`src/rtl/cv32e40p_fetch_queue_if.sv`:
```
// ----------------------------------------------------------------------------
// cv32e40p_fetch_queue_if
// Bundles the two handshakes of the instruction fetch queue:
//   - OBI instruction port: instr_req_o/instr_addr_o out, instr_gnt_i,
//     instr_rvalid_i, instr_rdata_i, instr_err_i in
//   - aligner side: fetch_valid_o/fetch_rdata_o/fetch_addr_o/fetch_err_o out,
//     fetch_ready_i in
// Modports:
//   master : the fetch queue itself (drives requests and the FIFO head)
//   slave  : the environment (memory responder plus aligner)
// ----------------------------------------------------------------------------
interface cv32e40p_fetch_queue_if;
    logic        instr_req_o;
    logic [31:0] instr_addr_o;
    logic        instr_gnt_i;
    logic        instr_rvalid_i;
    logic [31:0] instr_rdata_i;
    logic        instr_err_i;
    logic        fetch_valid_o;
    logic        fetch_ready_i;
    logic [31:0] fetch_rdata_o;
    logic [31:0] fetch_addr_o;
    logic        fetch_err_o;

    modport master (
        output instr_req_o, instr_addr_o,
        input  instr_gnt_i, instr_rvalid_i, instr_rdata_i, instr_err_i,
        output fetch_valid_o, fetch_rdata_o, fetch_addr_o, fetch_err_o,
        input  fetch_ready_i
    );

    modport slave (
        input  instr_req_o, instr_addr_o,
        output instr_gnt_i, instr_rvalid_i, instr_rdata_i, instr_err_i,
        input  fetch_valid_o, fetch_rdata_o, fetch_addr_o, fetch_err_o,
        output fetch_ready_i
    );
endinterface

```
`src/rtl/cv32e40p_fetch_queue.sv`:
```
// ----------------------------------------------------------------------------
// cv32e40p_fetch_queue
// IF-stage prefetch queue. Issues word fetches on the OBI instruction port
// (up to MAX_OUTSTANDING in flight), buffers responses in a DEPTH-entry FIFO
// and hands them to the aligner with valid/ready. A branch flushes the FIFO
// and arranges for responses of already-issued fetches to be discarded.
// Ports:
//   clk, rst_n     : clock, asynchronous active-low reset
//   req_i          : fetch enable
//   branch_i       : redirect, branch_addr_i is the new target
//   bus            : OBI request/response and aligner handshake (master)
//   busy_o         : request pending or transactions still in flight
//   occupancy_o    : number of FIFO entries
// Optional feature macro: CV32E40P_FETCH_ERR_EN (per-entry bus error and
// fetch halt after an errored response until the next branch).
// Protocol check macro: CV32E40P_ASSERT_ON.
// ----------------------------------------------------------------------------
`ifdef CV32E40P_ASSERT_ON
module cv32e40p_fetch_queue_chk #(
    parameter int unsigned OUT_W = 2
) (
    input logic             clk,
    input logic             rst_n,
    input logic             rvalid,
    input logic [OUT_W-1:0] outstanding
);
    // A response may only arrive for a granted transaction
    a_no_spurious_rvalid: assert property (@(posedge clk) disable iff (!rst_n)
        !(rvalid && (outstanding == {OUT_W{1'b0}})));
endmodule
`endif

module cv32e40p_fetch_queue #(
    parameter int unsigned DEPTH           = 4,
    parameter int unsigned MAX_OUTSTANDING = 2
) (
    input  logic                         clk,
    input  logic                         rst_n,
    input  logic                         req_i,
    input  logic                         branch_i,
    input  logic [31:0]                  branch_addr_i,
    cv32e40p_fetch_queue_if.master       bus,
    output logic                         busy_o,
    output logic [$clog2(DEPTH+1)-1:0]   occupancy_o
);
    localparam int unsigned PTR_W = $clog2(DEPTH);
    localparam int unsigned CNT_W = $clog2(DEPTH + 1);
    localparam int unsigned OUT_W = $clog2(MAX_OUTSTANDING + 1);
    localparam int unsigned SUM_W = CNT_W + 1;
    localparam logic [OUT_W-1:0] MAX_L   = OUT_W'(MAX_OUTSTANDING);
    localparam logic [SUM_W-1:0] DEPTH_L = SUM_W'(DEPTH);

    typedef enum logic [0:0] {IDLE = 1'b0, REQ = 1'b1} state_e;

    state_e            r_state, w_state_nxt;
    logic [31:0]       r_next_addr, w_next_addr_nxt, r_req_addr, r_resp_addr;
    logic [OUT_W-1:0]  r_outstanding, w_outstanding_nxt, r_discard, w_discard_nxt;
    logic [CNT_W-1:0]  r_count, w_count_nxt;
    logic [PTR_W-1:0]  r_rd_ptr, r_wr_ptr;
    logic              r_armed, r_stale, w_halt_nxt;
    logic [31:0]       r_mem_data [DEPTH];
    logic [31:0]       r_mem_addr [DEPTH];
    logic [31:0]       w_branch_target;
    logic              w_gnt, w_push, w_pop, w_stale_gnt, w_discard_dec;
    logic              w_credit, w_fetch_valid;
`ifdef CV32E40P_FETCH_ERR_EN
    logic              r_halt;
    logic              r_mem_err [DEPTH];
`endif

    assign w_branch_target = branch_addr_i & 32'hFFFF_FFFC;
    assign w_fetch_valid   = (r_count != {CNT_W{1'b0}});
    assign w_gnt           = (r_state == REQ) && bus.instr_gnt_i;
    assign w_pop           = w_fetch_valid && bus.fetch_ready_i && !branch_i;
    // The branch cycle drops any response; otherwise stale responses are eaten first
    assign w_push          = bus.instr_rvalid_i && !branch_i && (r_discard == {OUT_W{1'b0}});
    assign w_discard_dec   = bus.instr_rvalid_i && (r_discard != {OUT_W{1'b0}});
    // Grant of a request that was already on the bus when a branch arrived
    assign w_stale_gnt     = w_gnt && r_stale && !branch_i;

    // Next values of counters, fill level, fetch address and halt flag
    always_comb begin
        w_outstanding_nxt = r_outstanding;
        case ({w_gnt, bus.instr_rvalid_i})
            2'b10:   w_outstanding_nxt = r_outstanding + OUT_W'(1'b1);
            2'b01:   w_outstanding_nxt = r_outstanding - OUT_W'(1'b1);
            default: w_outstanding_nxt = r_outstanding;
        endcase

        w_discard_nxt = r_discard;
        if (branch_i) begin
            // everything granted up to and including this cycle, minus a response now
            w_discard_nxt = w_outstanding_nxt;
        end else if (w_stale_gnt && !w_discard_dec) begin
            w_discard_nxt = r_discard + OUT_W'(1'b1);
        end else if (!w_stale_gnt && w_discard_dec) begin
            w_discard_nxt = r_discard - OUT_W'(1'b1);
        end else begin
            w_discard_nxt = r_discard;
        end

        w_count_nxt = r_count;
        if (branch_i) begin
            w_count_nxt = {CNT_W{1'b0}};
        end else begin
            case ({w_push, w_pop})
                2'b10:   w_count_nxt = r_count + CNT_W'(1'b1);
                2'b01:   w_count_nxt = r_count - CNT_W'(1'b1);
                default: w_count_nxt = r_count;
            endcase
        end

        w_next_addr_nxt = r_next_addr;
        if (branch_i) begin
            w_next_addr_nxt = w_branch_target;
        end else if (w_gnt && !r_stale) begin
            w_next_addr_nxt = r_next_addr + 32'd4;
        end else begin
            w_next_addr_nxt = r_next_addr;
        end

`ifdef CV32E40P_FETCH_ERR_EN
        w_halt_nxt = r_halt;
        if (branch_i) begin
            w_halt_nxt = 1'b0;
        end else if (w_push && bus.instr_err_i) begin
            w_halt_nxt = 1'b1;
        end else begin
            w_halt_nxt = r_halt;
        end
`else
        w_halt_nxt = 1'b0;
`endif

        // Credit is judged on next-cycle values: a request in the next cycle
        // can never exceed the in-flight limit or overflow the FIFO.
        w_credit = r_armed && req_i && !branch_i && !w_halt_nxt &&
                   (w_outstanding_nxt < MAX_L) &&
                   (({{(SUM_W-OUT_W){1'b0}}, w_outstanding_nxt} +
                     {1'b0, w_count_nxt}) < DEPTH_L);
    end

    // FSM next-state logic
    always_comb begin
        w_state_nxt = r_state;
        case (r_state)
            IDLE: begin
                if (w_credit) begin
                    w_state_nxt = REQ;
                end else begin
                    w_state_nxt = IDLE;
                end
            end
            REQ: begin
                if (w_gnt) begin
                    w_state_nxt = (r_stale || !w_credit) ? IDLE : REQ;
                end else begin
                    w_state_nxt = REQ;
                end
            end
            default: w_state_nxt = IDLE;
        endcase
    end

    // FSM state register
    always_ff @(posedge clk or negedge rst_n) begin
        if (!rst_n) begin
            r_state <= IDLE;
        end else begin
            r_state <= w_state_nxt;
        end
    end

    // Control registers, pointers and counters
    always_ff @(posedge clk or negedge rst_n) begin
        if (!rst_n) begin
            r_next_addr   <= 32'h0000_0000;
            r_req_addr    <= 32'h0000_0000;
            r_resp_addr   <= 32'h0000_0000;
            r_outstanding <= {OUT_W{1'b0}};
            r_discard     <= {OUT_W{1'b0}};
            r_count       <= {CNT_W{1'b0}};
            r_rd_ptr      <= {PTR_W{1'b0}};
            r_wr_ptr      <= {PTR_W{1'b0}};
            r_armed       <= 1'b0;
            r_stale       <= 1'b0;
`ifdef CV32E40P_FETCH_ERR_EN
            r_halt        <= 1'b0;
`endif
        end else begin
            r_next_addr   <= w_next_addr_nxt;
            r_outstanding <= w_outstanding_nxt;
            r_discard     <= w_discard_nxt;
            r_count       <= w_count_nxt;
`ifdef CV32E40P_FETCH_ERR_EN
            r_halt        <= w_halt_nxt;
`endif
            // OBI address must stay stable while a request waits for grant
            if ((r_state == REQ) && !bus.instr_gnt_i) begin
                r_req_addr <= r_req_addr;
            end else begin
                r_req_addr <= w_next_addr_nxt;
            end
            if (branch_i) begin
                r_armed     <= 1'b1;
                r_stale     <= (r_state == REQ) && !bus.instr_gnt_i;
                r_resp_addr <= w_branch_target;
                r_rd_ptr    <= {PTR_W{1'b0}};
                r_wr_ptr    <= {PTR_W{1'b0}};
            end else begin
                r_stale <= w_gnt ? 1'b0 : r_stale;
                if (w_push) begin
                    r_resp_addr <= r_resp_addr + 32'd4;
                    r_wr_ptr    <= r_wr_ptr + PTR_W'(1'b1);
                end else begin
                    r_resp_addr <= r_resp_addr;
                end
                if (w_pop) begin
                    r_rd_ptr <= r_rd_ptr + PTR_W'(1'b1);
                end else begin
                    r_rd_ptr <= r_rd_ptr;
                end
            end
        end
    end

    // FIFO storage; contents are only visible while the entry is valid
    always_ff @(posedge clk) begin
        if (w_push) begin
            r_mem_data[r_wr_ptr] <= bus.instr_rdata_i;
            r_mem_addr[r_wr_ptr] <= r_resp_addr;
`ifdef CV32E40P_FETCH_ERR_EN
            r_mem_err[r_wr_ptr]  <= bus.instr_err_i;
`endif
        end
    end

    assign bus.instr_req_o   = (r_state == REQ);
    assign bus.instr_addr_o  = r_req_addr;
    assign bus.fetch_valid_o = w_fetch_valid;
    assign bus.fetch_rdata_o = w_fetch_valid ? r_mem_data[r_rd_ptr] : 32'h0000_0000;
    assign bus.fetch_addr_o  = w_fetch_valid ? r_mem_addr[r_rd_ptr] : 32'h0000_0000;
`ifdef CV32E40P_FETCH_ERR_EN
    assign bus.fetch_err_o   = w_fetch_valid && r_mem_err[r_rd_ptr];
`else
    assign bus.fetch_err_o   = 1'b0;
`endif
    assign busy_o      = (r_state == REQ) || (r_outstanding != {OUT_W{1'b0}}) ||
                         (r_discard != {OUT_W{1'b0}});
    assign occupancy_o = r_count;

`ifdef CV32E40P_ASSERT_ON
    cv32e40p_fetch_queue_chk #(.OUT_W(OUT_W)) u_chk (
        .clk         (clk),
        .rst_n       (rst_n),
        .rvalid      (bus.instr_rvalid_i),
        .outstanding (r_outstanding)
    );
`endif
endmodule

```
`src/flat_wrapper.sv`:
```
// flat-port wrapper written by rule: the top's interface ports become plain ports
module cv32e40p_fetch_queue_flat 
#(
    parameter int unsigned DEPTH           = 4,
    parameter int unsigned MAX_OUTSTANDING = 2
)
  (clk, rst_n, req_i, branch_i, branch_addr_i, busy_o, occupancy_o, bus_instr_req_o, bus_instr_addr_o, bus_instr_gnt_i, bus_instr_rvalid_i, bus_instr_rdata_i, bus_instr_err_i, bus_fetch_valid_o, bus_fetch_rdata_o, bus_fetch_addr_o, bus_fetch_err_o, bus_fetch_ready_i);
  cv32e40p_fetch_queue_if bus_i ();
  input  logic clk;
  input  logic rst_n;
  input  logic req_i;
  input  logic branch_i;
  input  logic [31:0] branch_addr_i;
  output logic busy_o;
  output logic [$clog2(DEPTH+1)-1:0] occupancy_o;
  output wire logic [$bits(bus_i.instr_req_o)-1:0] bus_instr_req_o;
  output wire logic [$bits(bus_i.instr_addr_o)-1:0] bus_instr_addr_o;
  input wire logic [$bits(bus_i.instr_gnt_i)-1:0] bus_instr_gnt_i;
  input wire logic [$bits(bus_i.instr_rvalid_i)-1:0] bus_instr_rvalid_i;
  input wire logic [$bits(bus_i.instr_rdata_i)-1:0] bus_instr_rdata_i;
  input wire logic [$bits(bus_i.instr_err_i)-1:0] bus_instr_err_i;
  output wire logic [$bits(bus_i.fetch_valid_o)-1:0] bus_fetch_valid_o;
  output wire logic [$bits(bus_i.fetch_rdata_o)-1:0] bus_fetch_rdata_o;
  output wire logic [$bits(bus_i.fetch_addr_o)-1:0] bus_fetch_addr_o;
  output wire logic [$bits(bus_i.fetch_err_o)-1:0] bus_fetch_err_o;
  input wire logic [$bits(bus_i.fetch_ready_i)-1:0] bus_fetch_ready_i;
  assign bus_instr_req_o = bus_i.instr_req_o;
  assign bus_instr_addr_o = bus_i.instr_addr_o;
  assign bus_i.instr_gnt_i = bus_instr_gnt_i;
  assign bus_i.instr_rvalid_i = bus_instr_rvalid_i;
  assign bus_i.instr_rdata_i = bus_instr_rdata_i;
  assign bus_i.instr_err_i = bus_instr_err_i;
  assign bus_fetch_valid_o = bus_i.fetch_valid_o;
  assign bus_fetch_rdata_o = bus_i.fetch_rdata_o;
  assign bus_fetch_addr_o = bus_i.fetch_addr_o;
  assign bus_fetch_err_o = bus_i.fetch_err_o;
  assign bus_i.fetch_ready_i = bus_fetch_ready_i;
  cv32e40p_fetch_queue #(.DEPTH(DEPTH), .MAX_OUTSTANDING(MAX_OUTSTANDING)) u_core (.clk(clk), .rst_n(rst_n), .req_i(req_i), .branch_i(branch_i), .branch_addr_i(branch_addr_i), .bus(bus_i), .busy_o(busy_o), .occupancy_o(occupancy_o));
endmodule
```
`config.mk`:
```
export PLATFORM = sky130hd
export DESIGN_NAME = cv32e40p_fetch_queue_flat
export DESIGN_NICKNAME = d
export VERILOG_FILES = /design/src/rtl/cv32e40p_fetch_queue_if.sv /design/src/rtl/cv32e40p_fetch_queue.sv /design/src/flat_wrapper.sv
export SDC_FILE = /design/constraint.sdc
export NUM_CORES = 1
export LEC_CHECK = 0
export BUFFER_PORTS_ARGS = -buffer_cell sky130_fd_sc_hd__buf_2
export CAP_MARGIN = 20
export CORE_MARGIN = 4
export CORE_UTILIZATION = 55
export CTS_CLUSTER_SIZE = 40
export DETAILED_ROUTE_END_ITERATION = 10
export PLACE_DENSITY = 0.85
export SYNTH_ARGS = -nofsm -noshare
export SYNTH_HDL_FRONTEND = slang
export SYNTH_HIERARCHICAL = 1
export SYNTH_SLANG_ARGS = --single-unit
export TNS_END_PERCENT = 50
```
`constraint.sdc`:
```
create_clock -name clk -period 3.4 [get_ports clk]
set_input_delay 1.02 -clock clk [delete_from_list [all_inputs] [get_ports clk]]
set_output_delay 1.02 -clock clk [all_outputs]
set_load 0.05 [all_outputs]
```
==> results.json, run 1 <==
{
  "outcome": "completed",
  "synth_most_common_cell": "edfxtp_1",
  "grt_util_met1_pct": 30.5,
  "wl_per_cell_um": 21.2,
  "syn_inst": 946,
  "clk_pin_slew_ns": 0.06,
  "synthArstFlopShare_pct": 30.3,
  "routed_via_density": 5.94,
  "hold_end": "u_core/r_armed",
  "yosysTopAreaCell": "edfxtp_1",
  "track_usage_pct": 21.5,
  "hp-class": "reg2reg",
  "p_total_mw": 11.8,
  "drc": 0,
  "slew_headroom_pct": 43.6,
  "drv_cap": 0,
  "reg2regPathDepth": 12,
  "drt_iter0_markers": 841,
  "die_x_um": 172,
  "critPathRequiredTime_ns": 2.38,
  "grt_pass1_vias": 8956,
  "antenna_cells": 0,
  "die_area_mm2": 0.0296,
  "tightest_slew_ns": 0.845,
  "crit_chain": "buf_12 -> mux4_2 -> and2_1 -> buf_2",
  "top_usage_layer": "met2",
  "postRouteAntennaNets": 0,
  "rrSetupSlack_ns": 0.46,
  "ir_drop_mv": 0.619,
  "period_needed_ns": 3.28,
  "fin_skew_ns": 0.0198,
  "synth_seq_area_share_pct": 68.5,
  "worst_slack_ns": 0.120,
  "grt_util_met2_pct": 35.3,
  "dr.pass1.iters": 5,
  "num_io_pins": 175,
  "slew_viol_final": 0,
  "finalSetupViolations": 0,
  "dp_hpwl_mm": 20.0,
  "slowest_stage": "mux4_2",
  "vias": 8844,
  "ys_ff_latch": 356,
  "yosys_warnings": 6,
  "rows": 59,
  "gp_congestion": 0.813,
  "r2r_end": "u_core/bus.instr_req_o",
  "clkSinkCount": 356,
  "fp.dieH_um": 172,
  "ys_dominant_reg_cell": "edfxtp_1",
  "stdcell_area_mm2": 0.0174,
  "grt_pass1_wl_mm": 49.8,
  "hp-start": "u_core/r_armed",
  "totalWireLength_mm": 31.5,
  "use_met3_pct": 4.41,
  "root_buffer": "clkbuf_16",
  "yosysTopAreaCellShare_pct": 50.3,
  "cp_max_fo": 26,
  "cts_tree": "done",
  "hold_path_depth": 1,
  "ys_types": 58,
  "htree_levels": 2,
  "max_freq_ghz": 0.305,
  "p_leak_nw": 6.39,
  "port_buffers": 168,
  "powerDensity_mw_per_mm2": 680,
  "synthToLayoutAreaGrowth_pct": 17.3,
  "arrival_ns": 2.26,
  "period_share_pct": 96.5,
  "clockBufferDepth": 3,
  "holdWs_ns": 0.469,
  "r2r_start": "u_core/occupancy_o[1]",
  "synthTopCellsByCount": "edfxtp_1 (248), dfrtp_1 (108), nor2_1 (76)",
  "grt_max_degree": 67,
  "cpPeakStageDelay_ns": 0.56,
  "nets": 1212,
  "hold_viol_final": 0,
  "core_area_mm2": 0.0263,
  "dp_slack_ns": -0.0555,
  "grt_remaining_overflow": 0,
  "syn_area_per_cell_um2": 15.7,
  "drive_gt1_share_pct": 29.6,
  "synth_area_leaders": "edfxtp_1 (50%), dfrtp_1 (18%), mux4_2 (9.4%)",
  "critPathKind": "reg2out",
  "cts_buffers": 36,
  "initial_core_util_pct": 56.4,
  "cp-end-kind": "primary output",
  "place_area_mm2": 0.0162,
  "rsz0062_at_grt": "false",
  "syn-cell-area_mm2": 0.0148,
  "clk_latency_ns": 0.51,
  "critPathLaunchType": "flop",
  "antenna_found_initial": 0,
  "synth_edf_count": 248
}
[worst max-delay path: cells and delay by family (launching register included)]
family                 cells  cell delay [ns]
muxes                      1             0.56
and+or+nand+nor            1             0.17
DFF                        1             0.53
buffers and inverters      2             0.46
[worst max-delay path by stage]
stage,startpoint,end,slack (ns),depth (start not counted)
3_5_place_dp,branch_i,u_core/bus.instr_req_o,-0.06,12
4_1_cts,u_core/r_rd_ptr[0],bus_fetch_rdata_o[13],0.08,4
2_1_floorplan,branch_i,u_core/r_mem_addr[2][10],-0.11,2
3_3_place_gp,branch_i,u_core/bus.instr_req_o,0.008,12
6_report,u_core/r_rd_ptr[0],bus_fetch_rdata_o[13],0.12,4
5_1_grt,u_core/r_rd_ptr[0],bus_fetch_rdata_o[13],0.03,4
[where the power goes]
| group | switching (mW) | total [mW] | internal [mW] |
|---|---|---|---|
| Clock | 1.54 | 3.90 | 2.36 |
| Sequential | 0.304 | 5.33 | 5.03 |
| Combinational | 1.76 | 2.58 | 0.824 |
| Total | 3.60 | 11.8 | 8.22 |
[cells in the final DEF (no fill, tap or decap), types with 19 or more instances in the layout]
cell type	netlist	routed
a21oi_1	48	48
and2_1	74	70
buf_2	8	167
buf_4	4	19
clkbuf_16	0	37
dfrtp_1	108	106
edfxtp_1	248	248
mux4_2	62	62
nand2_1	36	36
nand3_1	25	25
nand4_1	21	21
nor2_1	76	76
xnor2_1	26	26
xor2_1	30	30
[kinds of logic after synthesis]
logic type | after synthesis | share of synthesized area (%)
xor+xnor | 56 | 3.31
other cells | 1 | 0.0253
compound gates | 99 | 4.51
buf+inv | 63 | 1.88
flops | 356 | 68.5
mux | 74 | 10.3
fa+ha+maj | 10 | 0.895
simple gates | 287 | 10.5
[final cells by class]
class | instances | area [um^2]
Fill cell | 1804 | 8910
Multi-Input combinational cell | 529 | 4410
Tap cell | 335 | 419
Clock buffer | 45 | 956
Clock inverter | 17 | 200
Timing Repair Buffer | 197 | 1200
Inverter | 10 | 37.5
Sequential cell | 356 | 10200
[repair_timing]
| action | 4_1_cts | 5_1_grt |
|---|---|---|
| endpoints found under the setup margin | 24 | 0 |
| gates resized for setup | 0 | 0 |
| setup buffers | 2 | 0 |
| hold buffers | 0 | 0 |
[sequential cells by signal (all words and copies together), names as in the netlist, 3 cells and up]
signal and flops:
u_core/occupancy_o 3, u_core/r_next_addr 32, u_core/r_resp_addr 30, u_core/bus.instr_addr_o 32, u_core/r_mem_data 128, u_core/r_mem_addr 120
[stage by stage]
step | util, % | TNS, ns | std cells
3_5_place_dp | 61.6 | -0.0555 | 1425
3_3_place_gp | 61.6 | 0 | 1424
6_report | 66.1 | 0 | 1489
4_1_cts | 66.1 | 0 | 1489
5_1_grt | 66.1 | 0 | 1489
2_1_floorplan | - | -13.13 | 948
[per-layer routing]
layer	vias to the layer above	routed length, um
met1	4444	13000
met4	0	546
met2	406	15300
met3	55	2630
met5	-	0
li1	3939	-
(Power assumes the default switching activity.)
==> inputs of run 2 (changes only) <==
CTS_CLUSTER_DIAMETER = 150   (was default)
RECOVER_POWER = 25   (was default)
==> results.json, run 2 (synthesis gave the netlist of run 1 again) <==
{
  "outcome": "completed",
  "slowest_stage": "dfrtp_4",
  "crit_chain": "buf_16 -> mux4_2 -> and2_1 -> buf_2",
  "dr.pass1.iters": 5,
  "wl_per_cell_um": 20.6,
  "grt_pass1_wl_mm": 47.2,
  "cp-endpoint": "bus_fetch_addr_o[4]",
  "root_buffer": "clkbuf_16",
  "period_share_pct": 96.2,
  "totalWireLength_mm": 29.8,
  "rows": 59,
  "cpPeakStageDelay_ns": 0.55,
  "fp.dieH_um": 172,
  "place_area_mm2": 0.0162,
  "synthToLayoutAreaGrowth_pct": 11.9,
  "drv_cap": 0,
  "die_area_mm2": 0.0296,
  "rrSetupSlack_ns": 0.45,
  "dp.cells": 1425,
  "fin_util_pct": 63.1,
  "core_area_mm2": 0.0263,
  "dp_slack_ns": -0.0555,
  "arrival_ns": 2.25,
  "hold_buffers": 0,
  "fin_skew_ns": 0.0167,
  "num_io_pins": 175,
  "antenna_found_initial": 0,
  "switching_power_mw": 3.23,
  "critPathLaunchType": "flop",
  "tightest_slew_ns": 0.828,
  "finalSetupViolations": 0,
  "largest_reg_flops": 128,
  "p_total_mw": 9.88,
  "die_x_um": 172,
  "antenna_cells": 0,
  "critPathKind": "reg2out",
  "hp-class": "reg2reg",
  "critPathLaunch": "u_core/r_rd_ptr[0]",
  "clk_latency_ns": 0.50,
  "track_usage_pct": 20.3,
  "holdWs_ns": 0.478,
  "gp_congestion": 0.813,
  "grt_remaining_overflow": 0,
  "initial_core_util_pct": 56.4,
  "port_buffers": 168,
  "dp_hpwl_mm": 20.0,
  "vias": 8510,
  "ir_drop_mv": 0.488,
  "hold_viol_final": 0,
  "p_seq_share_pct": 53.9,
  "cp-end-kind": "primary output",
  "drt_iter0_markers": 793,
  "cp_max_fo": 26,
  "p_sw_share_pct": 32.7,
  "r2r_end": "u_core/bus.instr_req_o",
  "power_frac_clock_pct": 20.1,
  "reg2regPathDepth": 12,
  "cts_tree": "done",
  "largest_register": "u_core/r_mem_data",
  "critPathRequiredTime_ns": 2.38,
  "hp-start": "u_core/r_armed",
  "cts_buffers": 12,
  "period_needed_ns": 3.27,
  "reg.largest.list": "u_core/r_mem_data (128), u_core/r_mem_addr (120)",
  "grt_pass1_vias": 8551,
  "r2r_start": "u_core/occupancy_o[1]",
  "nets": 1189,
  "max_freq_ghz": 0.306,
  "grt_max_degree": 67,
  "slew_headroom_pct": 44.8,
  "most-common-layout-cells": "edfxtp_1 (248), buf_2 (145), dfrtp_1 (106)",
  "stdcell_area_mm2": 0.0166,
  "clk_pin_slew_ns": 0.13,
  "drive_gt1_share_pct": 26.0,
  "layout_commonest_cell": "edfxtp_1",
  "postRouteAntennaNets": 0,
  "rsz0062_at_grt": "false",
  "tns_ns": 0,
  "powerDensity_mw_per_mm2": 596,
  "htree_levels": 1,
  "layoutNonFillerInstCount": 1448,
  "power_frac_comb_pct": 26.1,
  "routed_via_density": 5.88,
  "internal-power_mw": 6.65,
  "clkSinkCount": 356,
  "clockBufferDepth": 3,
  "p_leak_nw": 5.96,
  "drc": 0,
  "slew_viol_final": 0,
  "worst_slack_ns": 0.131
}
[run 2: worst min path at each step]
| stage | end | slack, ns | cells past startpoint |
|---|---|---|---|
| 3_3_place_gp | u_core/r_armed | 0.45 | 1 |
| 2_1_floorplan | u_core/r_armed | 0.44 | 1 |
| 5_1_grt | u_core/r_armed | 0.50 | 1 |
| 4_1_cts | u_core/r_armed | 0.48 | 1 |
| 3_5_place_dp | u_core/r_armed | 0.45 | 1 |
| 6_report | u_core/r_armed | 0.48 | 1 |
[run 2: area by class of cell]
type	instances	area, um^2
Timing Repair Buffer	198	1190
Inverter	10	37.5
Multi-Input combinational cell	529	4410
Clock buffer	19	348
Fill cell	1918	9700
Clock inverter	1	30.0
Sequential cell	356	10200
Tap cell	335	419
[run 2: power by group through the flow]
stage	logic, mW	clock network, mW	registers (mW)
after floorplan	1.59	0	5.68
after global routing	2.77	2.20	5.37
after CTS	2.60	2.04	5.32
after global placement	2.54	0	5.39
after detailed placement	2.58	0	5.41
final	2.57	1.98	5.32
[run 2: per-layer routing]
metal	GRT usage (%)	wire length, um	vias to the layer above	share of wire (%)
li1	-	-	3863	-
met1	29.7	12700	4280	43
met2	33.7	14600	348	49
met3	3.16	2260	19	7.6
met4	2.73	239	0	0.80
met5	0	0	-	0
[run 2: repair_timing]
item,in CTS,in global routing
buffers inserted,2,1
resized for setup,0,1
setup endpoints to repair,38,5
[run 2: worst max-delay path, delay by kind of cell, from the launching register on]
family | cells | cell delay (ns)
simple gates | 1 | 0.18
mux | 1 | 0.52
buf+inv | 2 | 0.48
flops | 1 | 0.55
==> inputs of run 3 (changes only) <==
CORE_ASPECT_RATIO = 0.8   (was default)
==> results.json, run 3 (synthesis gave the netlist of run 1 again) <==
{
  "wl_per_cell_um": 21.0,
  "period_needed_ns": 3.29,
  "cp-end-kind": "primary output",
  "period_share_pct": 96.9,
  "port_buffers": 168,
  "slew_headroom_pct": -27.4,
  "ir_drop_mv": 0.521,
  "violations": "capacitance limit, slew limit",
  "tns_ns": 0,
  "largest_reg_flops": 128,
  "p_leak_nw": 5.97,
  "finalSetupViolations": 0,
  "dr.pass1.iters": 5,
  "outcome": "finished, violations left",
  "reg2regPathDepth": 12,
  "fill_cells": 1906,
  "core_area_mm2": 0.0264,
  "slew_viol_final": 36,
  "grt_pass1_wl_mm": 48.0,
  "htree_levels": 1,
  "totalWireLength_mm": 30.9,
  "die_area_mm2": 0.0296,
  "critPathLaunchType": "flop",
  "drc": 0,
  "initial_core_util_pct": 56.1,
  "grt_remaining_overflow": 0,
  "cts_tree": "done",
  "dp_hpwl_mm": 20.8,
  "reg.largest.list": "u_core/r_mem_data (128), u_core/r_mem_addr (120)",
  "antenna_cells": 0,
  "drt_iter0_markers": 822,
  "clkSinkCount": 356,
  "critPathKind": "reg2out",
  "vias": 8576,
  "rows": 53,
  "cp_max_fo": 30,
  "layoutNonFillerInstCount": 1471,
  "hold_buffers": 0,
  "die_x_um": 191,
  "postRouteAntennaNets": 0,
  "routed_via_density": 5.83,
  "clockBufferDepth": 3,
  "num_io_pins": 175,
  "nets": 1190,
  "grt_max_degree": 65,
  "layout_commonest_cell": "edfxtp_1",
  "antenna_found_initial": 1,
  "fp.dieH_um": 155,
  "hold_path_depth": 2,
  "rsz0062_at_grt": "false",
  "dp.cells": 1449,
  "clk_latency_ns": 0.51,
  "gp_congestion": 0.827,
  "hold_viol_final": 0,
  "arrival_ns": 2.27,
  "drv_cap": 1,
  "largest_register": "u_core/r_mem_data",
  "track_usage_pct": 20.5,
  "critPathRequiredTime_ns": 2.38,
  "synthToLayoutAreaGrowth_pct": 12.1,
  "powerDensity_mw_per_mm2": 596,
  "grt_pass1_vias": 8529,
  "max_freq_ghz": 0.304,
  "fin_skew_ns": 0.0209,
  "hp-class": "reg2reg",
  "drive_gt1_share_pct": 26.5,
  "cts_buffers": 12,
  "tightest_slew_ns": 1.91,
  "root_buffer": "clkbuf_16",
  "most-common-layout-cells": "edfxtp_1 (248), buf_2 (151), dfrtp_1 (106)",
  "clk_pin_slew_ns": 0.14
}
[run 3: changes by cell type in the layout (fill, tap and decap cells not counted), sizes merged]
cell,previous run,this run
buf,176,182
clkbuf,41,36
[run 3: repair_timing]
item                                    4_1_cts  5_1_grt
buffers inserted                              2        0
endpoints found under the setup margin       18       25
gates cloned                                  0        0
gates resized for setup                       0        1
[run 3: path summary, 6_finish.rpt]
kind | startpoint | end | slack [ns]
setup / recovery | u_core/r_rd_ptr[0] | bus_fetch_rdata_o[16] | 0.11
hold / removal | u_core/bus.instr_addr_o[9] | u_core/bus.instr_addr_o[9] | 0.50
setup reg to reg | u_core/occupancy_o[2] | u_core/bus.instr_req_o | 0.40
hold reg to reg | u_core/bus.instr_addr_o[9] | u_core/bus.instr_addr_o[9] | 0.50
max in group asynchronous | rst_n | u_core/r_rd_ptr[0] | 1.11
min in group asynchronous | rst_n | u_core/bus.instr_addr_o[16] | 1.02
[run 3: per-stage QoR]
stage,worst slack (ns),utilization [%],hold slack [ns],power (mW),cell area [um^2]
global route,0.00543,62.9,0.526,10.3,16600
finish,0.107,62.9,0.495,9.89,16600
floorplan,-0.105,-,0.437,7.27,14800
CTS,0.0596,63.0,0.452,9.97,16600
detailed placement,-0.0174,61.5,0.465,8.01,16200
global placement,0.0235,61.5,0.454,7.94,16200
[run 3: critical path, cell delays in order (launching register included)]
cell	delay, ns
dfrtp_4	0.53
buf_12	0.26
mux4_2	0.55
and2_1	0.18
buf_2	0.21
[run 3: layout make-up]
type	count	area [um^2]	area share [%]
inverter	10	37.5	0.226
clock inverter	1	30.0	0.181
tap	357	447	2.69
timing repair buffer	199	1180	7.11
multi-input combinational	529	4410	26.5
sequential	356	10200	61.2
clock buffer	19	348	2.09
[run 3: per-layer routing]
metal | part of all wire [%] | vias to the layer above | wire (um) | GRT usage (%)
li1 | - | 3870 | - | -
met1 | 45 | 4307 | 13800 | 32.2
met2 | 46 | 368 | 14100 | 31.3
met3 | 8.5 | 29 | 2630 | 4.06
met4 | 1.2 | 2 | 364 | 2.74
met5 | 0.023 | - | 7 | 0
[run 3: where the power goes]
part / leakage [nW] / internal, mW / switching (mW) / total [mW]
clock: 0.181 / 0.801 / 1.17 / 1.98
combinational: 2.32 / 0.824 / 1.77 / 2.59
sequential: 3.47 / 5.02 / 0.299 / 5.32
total: 5.97 / 6.64 / 3.24 / 9.89
